===== src/rtl/register_file_if.sv =====
// rtl/register_file_if.sv - register_bus port bundle shared by the write and read ports
interface register_bus;
   logic [2:0] addr;
   logic [7:0] data;
   logic       enable;

   modport write (input addr, input data, input enable);
   modport read  (input addr, input enable, output data);
endinterface


===== src/rtl/register_file.sv =====
// rtl/register_file.sv - 8x8 register file, falling-edge write, two combinational read ports
// Optional write-to-read forwarding: define REGFILE_BYPASS_EN.
module register_file (
   input logic        clk,
   input logic        reset,
   register_bus.write wr_bus,
   register_bus.read  rd0_bus,
   register_bus.read  rd1_bus
);

   logic [7:0] regs [8];
   logic [7:0] rd0_data;
   logic [7:0] rd1_data;

   // Writes commit on the falling edge so a value set up after a rising edge lands mid-cycle.
   always_ff @(negedge clk or negedge reset) begin
      if (!reset) begin
         for (int i = 0; i < 8; i++) begin
            regs[i] <= 8'h00;
         end
      end else if (wr_bus.enable) begin
         regs[wr_bus.addr] <= wr_bus.data;
      end
   end

   always_comb begin
      rd0_data = rd0_bus.enable ? regs[rd0_bus.addr] : 8'h00;
`ifdef REGFILE_BYPASS_EN
      // Forwarding is suppressed while reset is held so a reset read is always zero.
      if (rd0_bus.enable && reset && wr_bus.enable && (wr_bus.addr == rd0_bus.addr)) begin
         rd0_data = wr_bus.data;
      end
`endif
   end

   always_comb begin
      rd1_data = rd1_bus.enable ? regs[rd1_bus.addr] : 8'h00;
`ifdef REGFILE_BYPASS_EN
      if (rd1_bus.enable && reset && wr_bus.enable && (wr_bus.addr == rd1_bus.addr)) begin
         rd1_data = wr_bus.data;
      end
`endif
   end

   assign rd0_bus.data = rd0_data;
   assign rd1_bus.data = rd1_data;

endmodule


===== src/flat_wrapper.sv =====
// flat-port wrapper written by rule: the top's interface ports become plain ports
module register_file_flat 
  (clk, reset, wr_bus_addr, wr_bus_data, wr_bus_enable, rd0_bus_addr, rd0_bus_enable, rd0_bus_data, rd1_bus_addr, rd1_bus_enable, rd1_bus_data);
  register_bus wr_bus_i ();
  register_bus rd0_bus_i ();
  register_bus rd1_bus_i ();
  input logic clk;
  input logic reset;
  input wire logic [$bits(wr_bus_i.addr)-1:0] wr_bus_addr;
  input wire logic [$bits(wr_bus_i.data)-1:0] wr_bus_data;
  input wire logic [$bits(wr_bus_i.enable)-1:0] wr_bus_enable;
  input wire logic [$bits(rd0_bus_i.addr)-1:0] rd0_bus_addr;
  input wire logic [$bits(rd0_bus_i.enable)-1:0] rd0_bus_enable;
  output wire logic [$bits(rd0_bus_i.data)-1:0] rd0_bus_data;
  input wire logic [$bits(rd1_bus_i.addr)-1:0] rd1_bus_addr;
  input wire logic [$bits(rd1_bus_i.enable)-1:0] rd1_bus_enable;
  output wire logic [$bits(rd1_bus_i.data)-1:0] rd1_bus_data;
  assign wr_bus_i.addr = wr_bus_addr;
  assign wr_bus_i.data = wr_bus_data;
  assign wr_bus_i.enable = wr_bus_enable;
  assign rd0_bus_i.addr = rd0_bus_addr;
  assign rd0_bus_i.enable = rd0_bus_enable;
  assign rd0_bus_data = rd0_bus_i.data;
  assign rd1_bus_i.addr = rd1_bus_addr;
  assign rd1_bus_i.enable = rd1_bus_enable;
  assign rd1_bus_data = rd1_bus_i.data;
  register_file u_core (.clk(clk), .reset(reset), .wr_bus(wr_bus_i), .rd0_bus(rd0_bus_i), .rd1_bus(rd1_bus_i));
endmodule

===== config.mk =====
export PLATFORM = sky130hd
export DESIGN_NAME = register_file_flat
export DESIGN_NICKNAME = d
export VERILOG_FILES = /design/src/rtl/register_file_if.sv /design/src/rtl/register_file.sv /design/src/flat_wrapper.sv
export SDC_FILE = /design/constraint.sdc
export NUM_CORES = 1
export LEC_CHECK = 0
export CAP_MARGIN = 30
export CORE_MARGIN = 4
export CORE_UTILIZATION = 45
export CTS_BUF_LIST = sky130_fd_sc_hd__clkbuf_2 sky130_fd_sc_hd__clkbuf_4 sky130_fd_sc_hd__clkbuf_8
export CTS_CLUSTER_DIAMETER = 200
export CTS_CLUSTER_SIZE = 24
export DETAILED_ROUTE_END_ITERATION = 12
export PLACE_DENSITY = 0.66
export SETUP_SLACK_MARGIN = 0.4
export SLEW_MARGIN = 20
export SYNTH_ARGS = -nofsm -noshare
export SYNTH_HDL_FRONTEND = slang
export SYNTH_SLANG_ARGS = --single-unit
export TNS_END_PERCENT = 100

===== constraint.sdc =====
create_clock -name clk -period 1.4 [get_ports clk]
set_clock_uncertainty 0.05 [all_clocks]
set_input_delay 0.14 -clock clk [delete_from_list [all_inputs] [get_ports clk]]
set_output_delay 0.14 -clock clk [all_outputs]
set_load 0.005 [all_outputs]

# After elaboration in Yosys (flattened, before gate mapping)
# Index checks and enable logic that the tools add are counted.
# Widths: inputs -> output; s select.
[classes]
order_cmp = 4
mux = 11
bitwise_logic = 3
n_reduce_logical = 1
[op_table]
columns = ["operator", "n"]
rows = [
  ["$bwmux 64", 1],
  ["$mux 8", 7],
  ["$bmux 8 s3", 2],
  ["$demux 8 s3", 1],
  ["$ge 4x4->1 const B", 3],
  ["$not 3->4", 3],
  ["$lt 4x1->1 const B", 1],
  ["$logic_and 1x1->1", 1],
]
[totals]
ff_bits = 64
in_bits = 22
output_inout_bits = 16
elab_cells = 27

# Longest topological paths before layout
[depth]
depth_word = 6
depth_mapped = 5
mapped_depth_nobuf = 3

==> results.json <==
{
  "grt_pass1_vias": 2478,
  "synth_nets": 240,
  "overflow": 0,
  "drc": 0,
  "final_cell_mix": "dfrtn_1, mux2_4, mux4_2",
  "hold_violations": 0,
  "ys_types": 19,
  "path_class": "reg2out",
  "dr.pass1.iters": 4,
  "cts_tree": "yes",
  "die_h_um": 97.2,
  "clock-sinks": 64,
  "htreeDepth": 3,
  "power_density_nw_per_um2": 1270,
  "ys_top_cells_by_area": "dfrtn_1, mux2_2, mux4_1",
  "p_leak_nw": 2.08,
  "grt_usage": 0.188,
  "netlist.area_leader.share": 0.447,
  "routed_via_density": 5.58,
  "final_cell_area_um2": 4650,
  "post-route-worst-setup-slack_ns": -1.13,
  "drt-total-wl_um": 8450,
  "dr.first_iter.drc_count": 96,
  "cts_root_buf": "clkbuf_8",
  "max_slew_margin": 0.691,
  "tightest_slew_ns": 0.463,
  "cp.arrival_ns": 2.34,
  "hp-class": "in2async",
  "violations": "negative setup slack",
  "drv_slew": 0,
  "worstPathMaxFanout": 2,
  "top_regs": "u_core.regs x64",
  "num_rows": 32,
  "portBuffers": 37,
  "clockBufferDepth": 2,
  "reg2reg_depth": 3,
  "top_register": "u_core.regs",
  "cp.required_ns": 1.21,
  "place_area_um2": 4280,
  "layout_commonest_cell": "dfrtn_1",
  "wire_per_inst_um": 20.9,
  "avgSynthCellArea_um2": 16.4,
  "ctsHoldBuffers": 0,
  "synth_cells": 218,
  "cts.reportedPaths.clkPinSlew_ns": 0.05,
  "dp_hpwl_um": 5690,
  "grt_first_pass_wirelength_um": 13500,
  "ys_ff_latch": 64,
  "nets": 319,
  "r2r-start": "u_core.regs[28]",
  "die_width_um": 97.2,
  "cts_made_buffers": 9,
  "end_kind": "output port",
  "clk_latency_ns": 0.33,
  "largest_reg_flops": 64,
  "run_status": "finished with violations",
  "area_delta_synth_final_pct": 29.9,
  "vias": 2254,
  "drv_cap": 0,
  "initial_core_util": 0.463,
  "dieArea_um2": 9450,
  "core_area_um2": 7730,
  "ir_worst_vdd_uv": 864,
  "reg2reg_setup_slack_ns": 0.32,
  "setup_viol": 80,
  "p_total_mw": 5.90,
  "ys_warn_count": 0,
  "drive_gt1_frac": 0.609,
  "netlist_area_um2": 3580,
  "n_antenna_cell": 0,
  "io_pins": 38,
  "synth_seq_area_share": 0.447,
  "ant_nets": 0,
  "place_congestion": 0.771,
  "synth_top_cell_by_area": "dfrtn_1",
  "startpoint_type": "flip-flop",
  "rsz0062_at_grt": "yes",
  "grt_start_max_net_pins": 43,
  "r2r_end": "u_core.regs[28]",
  "antenna_found_initial": 0
}
-- how the worst max path moves through the flow --
stage                               start         endpoint  slack (ns)  cells past startpoint
final                     u_core.regs[46]  rd0_bus_data[6]       -1.13                      5
after global routing      u_core.regs[46]  rd0_bus_data[6]       -1.18                      5
after CTS                 u_core.regs[46]  rd0_bus_data[6]       -1.13                      5
after detailed placement    wr_bus_enable  u_core.regs[51]       -1.12                      5
after global placement      wr_bus_enable  u_core.regs[52]       -1.10                      5
after floorplan            wr_bus_addr[1]  u_core.regs[24]       -0.64                      4
-- layout make-up --
class                      instances  area (µm²)
fill                             587        3070
multi-input combinational        138        1910
sequential                        64        1600
timing repair buffer              82         807
clock buffer                      11         145
tap                              102         128
clock inverter                     5        56.3
inverter                           2        7.51
-- where the power goes --
part / internal (mW) / switching (mW) / total (mW)
Sequential: 2.30 / 0.310 / 2.61
Clock: 0.887 / 0.702 / 1.59
Combinational: 1.17 / 0.530 / 1.70
-- worst max-delay path, cell delays in order, from the launching register on --
cell     delay, ns
dfrtn_1       0.36
buf_6         0.13
mux4_2        0.44
mux2i_1       0.19
nor2_1        0.06
buf_2         0.14
-- synthesized netlist by cell type --
| cell | instances |
|---|---|
| buf_2 | 6 |
| buf_4 | 1 |
| buf_6 | 4 |
| clkbuf_1 | 2 |
| clkbuf_2 | 1 |
| dfrtn_1 | 64 |
| inv_1 | 2 |
| mux2_2 | 64 |
| mux2i_1 | 16 |
| mux4_1 | 27 |
| mux4_2 | 5 |
| nand2_1 | 1 |
| nand2b_4 | 1 |
| nand4_1 | 1 |
| nand4b_1 | 3 |
| nor2_1 | 16 |
| nor3_2 | 1 |
| nor3_4 | 1 |
| nor3b_4 | 2 |
-- stage by stage --
stage	TNS, ns	instances	hold slack, ns	util	setup WS (ns)
6_report	-31.34	404	0.340	0.602	-1.13
5_1_grt	-33.75	404	0.359	0.602	-1.18
4_1_cts	-31.67	400	0.349	0.598	-1.13
3_5_place_dp	-81.04	375	0.423	0.554	-1.12
3_3_place_gp	-79.50	375	0.412	0.554	-1.10
2_1_floorplan	-41.80	218	0.386	-	-0.639
-- kinds of logic (layout without fill, tap and decap cells) --
family        Yosys count  count (layout)  share of synthesized area
simple gates           26              26                     0.0486
mux                   112             112                      0.476
buf+inv                16             100                     0.0287
flops                  64              64                      0.447
-- metal layers --
layer  GRT usage  share of wire
met1       0.251           0.43
met2       0.304           0.49
met3      0.0424          0.061
met4      0.0626          0.017
met5           0              0
-- repair_timing --
item | 4_1_cts | 5_1_grt
setup buffers | 9 | 4
gates cloned | 0 | 0
setup endpoints to repair | 80 | 80
resized for setup | 134 | 1
pin swaps | 10 | 7
Note: power is estimated with default switching activity, not from simulation.
